$ cat src/rtl/ccd_linear_seq.sv
// Linear CCD timing sequencer: trigger delay, ROG/exposure timing, CLK readout and ADC strobes.
// Define CCD_FLUSH_READ_EN to insert a charge-flush clock burst between ROG1 and INTEG.
module ccd_linear_seq #(
  parameter int unsigned PIXELS    = 2048,
  parameter int unsigned HALF_DIV  = 24,
  parameter int unsigned GUARD_CYC = 300,
  parameter int unsigned UNIT_CYC  = 48000,
  parameter int unsigned DLY_DIV   = 24,
  parameter int unsigned ADC_OFS   = 12
) (
  input  logic        sys_clk,
  input  logic        sys_rst,
  input  logic [15:0] int_time,
  input  logic [2:0]  trig_mode,
  input  logic [15:0] trig_delay,
  input  logic        aqui_src,
  input  logic        ext_trig,
  output logic        ccd_clk,
  output logic        ccd_rog,
  output logic        adc_start,
  output logic        adc_restart,
  output logic [15:0] pix_idx,
  output logic        busy,
  output logic        frame_done,
  output logic        overrun
);

  localparam int unsigned PhW  = $clog2(2 * HALF_DIV);
  localparam int unsigned GrdW = (GUARD_CYC > 1) ? $clog2(GUARD_CYC) : 1;
  localparam int unsigned DlyW = $clog2(65535 * DLY_DIV);
  localparam int unsigned PixW = $clog2(PIXELS);

  localparam logic [PhW-1:0]  PhLast  = PhW'(2 * HALF_DIV - 1);
  localparam logic [PhW-1:0]  PhHigh  = PhW'(HALF_DIV);
  localparam logic [PhW-1:0]  PhAdc   = PhW'(ADC_OFS);
  localparam logic [GrdW-1:0] GrdLoad = GrdW'(GUARD_CYC - 1);
  localparam logic [PixW-1:0] PerLast = PixW'(PIXELS - 1);
  localparam logic [15:0]     PixLast = 16'(PIXELS - 1);

  localparam logic [2:0] ModeFree  = 3'd0;
  localparam logic [2:0] ModeSoft  = 3'd1;
  localparam logic [2:0] ModeLevel = 3'd2;
  localparam logic [2:0] ModeSync  = 3'd3;
  localparam logic [2:0] ModeEdge  = 3'd4;

  typedef enum logic [3:0] {
    StIdle, StTdly, StPre, StRog1, StInteg, StRog2, StPost, StRead
`ifdef CCD_FLUSH_READ_EN
    , StFlush
`endif
  } state_e;

  state_e          state_q, state_d;
  logic [DlyW-1:0] dly_q, dly_d;
  logic [GrdW-1:0] grd_q, grd_d;
  logic [31:0]     integ_q, integ_d;
  logic [PhW-1:0]  ph_q, ph_d;
  logic [PixW-1:0] per_q, per_d;
  logic [15:0]     pix_q, pix_d;
  logic [2:0]      mode_q, mode_d;
  logic [15:0]     itime_q, itime_d;
  logic            aqui_q, ext_q;

  logic ccd_clk_q, ccd_clk_d, ccd_rog_q, ccd_rog_d;
  logic adc_start_q, adc_start_d, adc_restart_q, adc_restart_d;
  logic busy_q, busy_d, frame_done_q, frame_done_d, overrun_q, overrun_d;

  logic [2:0]      mode_live;
  logic            aqui_rise, ext_rise, idle_evt, busy_evt, burst_d;
  logic [15:0]     units;
  logic [31:0]     int_load;
  logic [DlyW-1:0] dly_load;

  assign mode_live = (trig_mode > ModeEdge) ? ModeFree : trig_mode;
  assign aqui_rise = aqui_src & ~aqui_q;
  assign ext_rise  = ext_trig & ~ext_q;
  assign units     = (itime_q == 16'd0) ? 16'd1 : itime_q;
  assign int_load  = 32'(units) * UNIT_CYC - 32'd1;
  // trig_delay is captured straight into the delay counter at the start event.
  assign dly_load  = (trig_delay == 16'd0) ? '0 : DlyW'(32'(trig_delay) * DLY_DIV - 32'd1);

  // idle_evt starts a frame; busy_evt is what counts as a dropped request mid-frame.
  always_comb begin
    idle_evt = 1'b0;
    busy_evt = 1'b0;
    case (mode_live)
      ModeSoft: begin
        idle_evt = aqui_rise;
        busy_evt = aqui_rise;
      end
      ModeLevel: begin
        idle_evt = ext_trig;
        busy_evt = ext_rise;
      end
      ModeSync, ModeEdge: begin
        idle_evt = ext_rise;
        busy_evt = ext_rise;
      end
      default: idle_evt = 1'b1;
    endcase
  end

  always_comb begin
    state_d = state_q;
    dly_d   = dly_q;
    grd_d   = grd_q;
    integ_d = integ_q;
    ph_d    = ph_q;
    per_d   = per_q;
    mode_d  = mode_q;
    itime_d = itime_q;
    pix_d   = pix_q;
    if (adc_start_q) pix_d = (pix_q == PixLast) ? 16'd0 : pix_q + 16'd1;

    unique case (state_q)
      StIdle: begin
        if (idle_evt) begin
          state_d = StTdly;
          mode_d  = mode_live;
          itime_d = int_time;
          dly_d   = dly_load;
          pix_d   = 16'd0;
        end
      end
      StTdly: begin
        if (dly_q == '0) begin
          state_d = StPre;
          grd_d   = GrdLoad;
        end else dly_d = dly_q - DlyW'(1);
      end
      StPre: begin
        if (grd_q == '0) begin
          state_d = StRog1;
          grd_d   = GrdLoad;
        end else grd_d = grd_q - GrdW'(1);
      end
      StRog1: begin
        if (grd_q == '0) begin
          if (mode_q == ModeSync) begin
            state_d = StPost;
            grd_d   = GrdLoad;
          end else begin
`ifdef CCD_FLUSH_READ_EN
            state_d = StFlush;
            ph_d    = '0;
            per_d   = '0;
`else
            state_d = StInteg;
            integ_d = int_load;
`endif
          end
        end else grd_d = grd_q - GrdW'(1);
      end
      StInteg: begin
        if (integ_q == 32'd0) begin
          state_d = StRog2;
          grd_d   = GrdLoad;
        end else integ_d = integ_q - 32'd1;
      end
      StRog2: begin
        if (grd_q == '0) begin
          state_d = StPost;
          grd_d   = GrdLoad;
        end else grd_d = grd_q - GrdW'(1);
      end
      StPost: begin
        if (grd_q == '0) begin
          state_d = StRead;
          ph_d    = '0;
          per_d   = '0;
        end else grd_d = grd_q - GrdW'(1);
      end
      StRead: begin
        if (ph_q == PhLast) begin
          ph_d = '0;
          if (per_q == PerLast) state_d = StIdle;
          else per_d = per_q + PixW'(1);
        end else ph_d = ph_q + PhW'(1);
      end
`ifdef CCD_FLUSH_READ_EN
      StFlush: begin
        if (ph_q == PhLast) begin
          ph_d = '0;
          if (per_q == PerLast) begin
            state_d = StInteg;
            integ_d = int_load;
          end else per_d = per_q + PixW'(1);
        end else ph_d = ph_q + PhW'(1);
      end
`endif
      default: state_d = StIdle;
    endcase

    // Outputs are registered from next-state values so they are glitch-free and in step with state.
    burst_d = (state_d == StRead);
`ifdef CCD_FLUSH_READ_EN
    burst_d = burst_d | (state_d == StFlush);
`endif
    ccd_clk_d     = ~(burst_d && (ph_d < PhHigh));
    ccd_rog_d     = ~((state_d == StRog1) || (state_d == StRog2));
    adc_start_d   = (state_d == StRead) && (ph_d == PhAdc);
    adc_restart_d = (state_d == StRog1) && (state_q != StRog1);
    frame_done_d  = (state_q == StRead) && (state_d == StIdle);
    overrun_d     = (state_q != StIdle) && busy_evt;
    busy_d        = (state_d != StIdle);
  end

  always_ff @(posedge sys_clk or posedge sys_rst) begin
    if (sys_rst) begin
      state_q       <= StIdle;
      dly_q         <= '0;
      grd_q         <= '0;
      integ_q       <= '0;
      ph_q          <= '0;
      per_q         <= '0;
      pix_q         <= '0;
      mode_q        <= '0;
      itime_q       <= '0;
      aqui_q        <= 1'b0;
      ext_q         <= 1'b0;
      ccd_clk_q     <= 1'b1;
      ccd_rog_q     <= 1'b1;
      adc_start_q   <= 1'b0;
      adc_restart_q <= 1'b0;
      frame_done_q  <= 1'b0;
      overrun_q     <= 1'b0;
      busy_q        <= 1'b0;
    end else begin
      state_q       <= state_d;
      dly_q         <= dly_d;
      grd_q         <= grd_d;
      integ_q       <= integ_d;
      ph_q          <= ph_d;
      per_q         <= per_d;
      pix_q         <= pix_d;
      mode_q        <= mode_d;
      itime_q       <= itime_d;
      aqui_q        <= aqui_src;
      ext_q         <= ext_trig;
      ccd_clk_q     <= ccd_clk_d;
      ccd_rog_q     <= ccd_rog_d;
      adc_start_q   <= adc_start_d;
      adc_restart_q <= adc_restart_d;
      frame_done_q  <= frame_done_d;
      overrun_q     <= overrun_d;
      busy_q        <= busy_d;
    end
  end

  assign ccd_clk     = ccd_clk_q;
  assign ccd_rog     = ccd_rog_q;
  assign adc_start   = adc_start_q;
  assign adc_restart = adc_restart_q;
  assign pix_idx     = pix_q;
  assign busy        = busy_q;
  assign frame_done  = frame_done_q;
  assign overrun     = overrun_q;

endmodule

$ cat config.mk
export PLATFORM = sky130hd
export DESIGN_NAME = ccd_linear_seq
export DESIGN_NICKNAME = d
export VERILOG_FILES = /design/src/rtl/ccd_linear_seq.sv
export SDC_FILE = /design/constraint.sdc
export NUM_CORES = 1
export LEC_CHECK = 0
export BUFFER_PORTS_ARGS = -buffer_cell sky130_fd_sc_hd__buf_2
export CAP_MARGIN = 20
export CORE_MARGIN = 5
export CORE_UTILIZATION = 38
export DETAILED_ROUTE_END_ITERATION = 7
export GPL_TIMING_DRIVEN = 1
export PLACE_DENSITY = 0.6
export SLEW_MARGIN = 25
export SYNTH_ARGS = -nofsm -noshare
export SYNTH_HDL_FRONTEND = slang
export SYNTH_SLANG_ARGS = --single-unit
export TNS_END_PERCENT = 20
$ cat constraint.sdc
create_clock -name sys_clk -period 10.38 [get_ports sys_clk]
set_input_delay 1.557 -clock sys_clk [delete_from_list [all_inputs] [get_ports sys_clk]]
set_output_delay 1.557 -clock sys_clk [all_outputs]
set_load 0.005 [all_outputs]
==> impl_metrics.tcl <==
set metrics [dict create \
    hold_depth 2 \
    fin_crit_ns 7.209 \
    finalClockSkew_ns 0.01374 \
    r2r-start "itime_q[8]$_DFFE_PP0P_" \
    die_h_um 186.0 \
    routed_wl_um 26980 \
    reg2reg_slack_ns 3.17 \
    cts.sinks 127 \
    post_dp_cell_area_um2 12490 \
    cts_buffers 17 \
    hold_path_startpoint "mode_q[2]$_DFFE_PP0P_" \
    ctsResizeCount 0 \
    die_w_um 186.0 \
    io_pins 62 \
    critPathArrivalTime_ns 7.50 \
    clkLatencyLatePin_ns 0.43 \
    core_area_um2 30590 \
    yosysSeqAreaShare 0.2703 \
    netlist_area_um2 11770 \
    drc 0 \
    start_util 0.3846 \
    fmax_ghz 0.1387 \
    dp_cells 1856 \
    synth_nets 1634 \
    syn_area_per_cell_um2 8.245 \
    drive_gt1_frac 0.07976 \
    synth-edff-count 0 \
    grt_pass1_vias 9640 \
    synth_seq_cells 127 \
    synth_top_area_frac 0.2659 \
    vias 9906 \
    n_antenna_cell 0 \
    ys.warnings.count 0 \
    cts_tree "built" \
    synth_cells 1427 \
    critical_path_class "register to register" \
    ant_nets 0 \
    hold_path_end "mode_q[2]$_DFFE_PP0P_" \
    startpoint_type "register" \
    post_drt_wl_per_cell_um 14.29 \
    finalCritPeriodShare 0.6945 \
    grt_usage 0.1601 \
    cts_htree_levels 4 \
    place.gp.congestion 0.8928 \
    status "finished clean" \
    crit_required_ns 10.67 \
    cts.clk_slew.worst_paths_ns 0.07 \
    fp.dieArea_um2 34580 \
    timing.hold.ws_ns 0.4806 \
    hold_path.class "register to register" \
    cts_buffer_depth 2 \
    post_cts_buffers 0 \
    cp-end-kind "register" \
    fin_setup_tns_ns 0 \
    synthArstFlopShare 1.000 \
    dp_hpwl_um 20630 \
    crit_fanout 9 \
    ff2ff_path_depth 25 \
    synth_area_leaders "dfrtp_1 (27%), ha_1 (11%), fa_1 (11%)" \
    synth_top_area_cell "dfrtp_1" \
    syn_to_final_growth_pct 11.55 \
    grt_overflow 0 \
    grt_pass1_wl_um 46040 \
    synthFlopType "dfrtp_1" \
    cts_hold_buf 0 \
    instances_no_fill 1888 \
    firstDrtPassIters 7 \
    grt_max_degree 76 \
    finalMaxSlewViolations 0 \
    synth.most_common_cell "inv_1" \
    ctsRootBufferMaster "clkbuf_16" \
    finalHoldViolCount 0 \
    worstMarginPinSlew_ns 0.9960 \
    drv_cap 0 \
    synth_commonest_cells "inv_1 (197), nor2_1 (148), nand2_1 (132)" \
    numPortBuffers 61 \
    slew-limit-headroom 0.3360 \
    fp-row-count 64 \
    grt_setup_unrepaired "no" \
    synthDistinctLibCells 74 \
    final_area_um2 13120 \
    nNetsFinal 1686 \
    drt-initial-drc-count 491 \
    antenna_found_initial 0 \
    setup_violations 0 \
    routed_via_density 5.247 \
    rr_endpoint "integ_q[23]$_DFFE_PP0P_" \
]
-- how the worst max path moves through the flow --
stage | startpoint | end | slack, ns | depth (start not counted)
after floorplan | itime_q[8]$_DFFE_PP0P_ | integ_q[31]$_DFFE_PP0P_ | 3.91 | 26
after global placement | itime_q[8]$_DFFE_PP0P_ | integ_q[31]$_DFFE_PP0P_ | 3.49 | 24
after detailed placement | itime_q[8]$_DFFE_PP0P_ | integ_q[23]$_DFFE_PP0P_ | 3.24 | 25
after CTS | itime_q[8]$_DFFE_PP0P_ | integ_q[31]$_DFFE_PP0P_ | 3.20 | 24
after global routing | itime_q[8]$_DFFE_PP0P_ | integ_q[31]$_DFFE_PP0P_ | 2.51 | 24
final | itime_q[8]$_DFFE_PP0P_ | integ_q[23]$_DFFE_PP0P_ | 3.17 | 25
-- layer usage --
| metal | routed length (µm) | GRT usage | vias to the layer above | part of all wire |
|---|---|---|---|---|
| met3 | 958 | 0.02697 | 36 | 0.036 |
| li1 | - | - | 4986 | - |
| met2 | 12230 | 0.2561 | 200 | 0.45 |
| met5 | 0 | 0 | - | 0 |
| met1 | 13210 | 0.2223 | 4684 | 0.49 |
| met4 | 586 | 0.05042 | 0 | 0.022 |
-- final cells by class --
| type | count | area [µm²] |
|---|---|---|
| Fill cell | 3086 | 17470 |
| Multi-Input combinational cell | 1067 | 7716 |
| Sequential cell | 127 | 3181 |
| Inverter | 198 | 745.7 |
| Tap cell | 396 | 495.5 |
| Clock buffer | 21 | 470.5 |
| Timing Repair Buffer | 68 | 361.6 |
| Clock inverter | 11 | 153.9 |
-- through the flow --
stage / util / worst slack, ns
2_1_floorplan: - / 3.912
4_1_cts: 0.4288 / 3.196
6_report: 0.4290 / 3.171
3_5_place_dp: 0.4084 / 3.239
3_3_place_gp: 0.4082 / 3.487
5_1_grt: 0.4290 / 2.508
-- registers in the layout (all words and copies together) (netlist names), 4 cells and up --
register and flops:
integ_q 32, state_q 4, dly_q 21, ph_q 6, per_q 11, pix_idx 16, itime_q 16, grd_q 9
-- cells in the final DEF, fill, tap and decap left out, drive strengths merged, types with 8 or more instances in the layout --
cell    synthesis  layout
nor3           40      40
o22ai          10      10
a31oi           9       9
fa             63      63
and2           11      11
a211oi          9       9
nand4          16      16
or3            14      14
nand3          29      29
xor2           40      40
a21oi          79      79
ha            105     105
nand2         133     133
clkbuf         32      21
inv           197     200
nor2b           8       8
o31ai           8       8
dfrtp         125     125
o21ai         124     124
buf             3      68
and3           11      11
a21o            9       9
a22o           11      11
xnor2          53      53
nor2          151     151
a22oi           8       8
nor4           16      16
or4            12      12
-- kinds of logic (layout without fill, tap and decap cells) --
| logic type | count (synthesis) | count (layout) | share of synthesized area |
|---|---|---|---|
| and+or+nand+nor | 469 | 469 | 0.1886 |
| buffers and inverters | 233 | 298 | 0.07455 |
| DFF | 127 | 127 | 0.2703 |
| AOI/OAI and AO/OA | 328 | 328 | 0.1711 |
| other | 1 | 1 | 0.0003187 |
| xor gates and xnor gates | 93 | 93 | 0.06923 |
| adders and majority gates | 168 | 168 | 0.2189 |
| muxes | 8 | 8 | 0.007019 |
-- worst max-delay path, cell delays in order (launching register included) --
cell       delay, ns
dfrtp_1         0.46
inv_1           0.18
ha_1            0.17
nand4_1         0.17
nor3_1          0.51
buf_4           0.27
nor2_1          0.12
fa_1            0.50
inv_1           0.06
fa_1            0.50
inv_1           0.04
ha_1            0.26
inv_1           0.05
fa_1            0.53
inv_1           0.04
ha_1            0.37
o21a_1          0.22
a21oi_1         0.21
o311ai_0        0.22
nor4_1          0.64
o2111ai_1       0.33
nor2_1          0.21
or4b_2          0.61
xor2_1          0.16
o32ai_1         0.13
a21oi_1         0.10
Power is not shown: default switching activity piles up to over one toggle a cycle in this logic, so the estimate is an artifact.
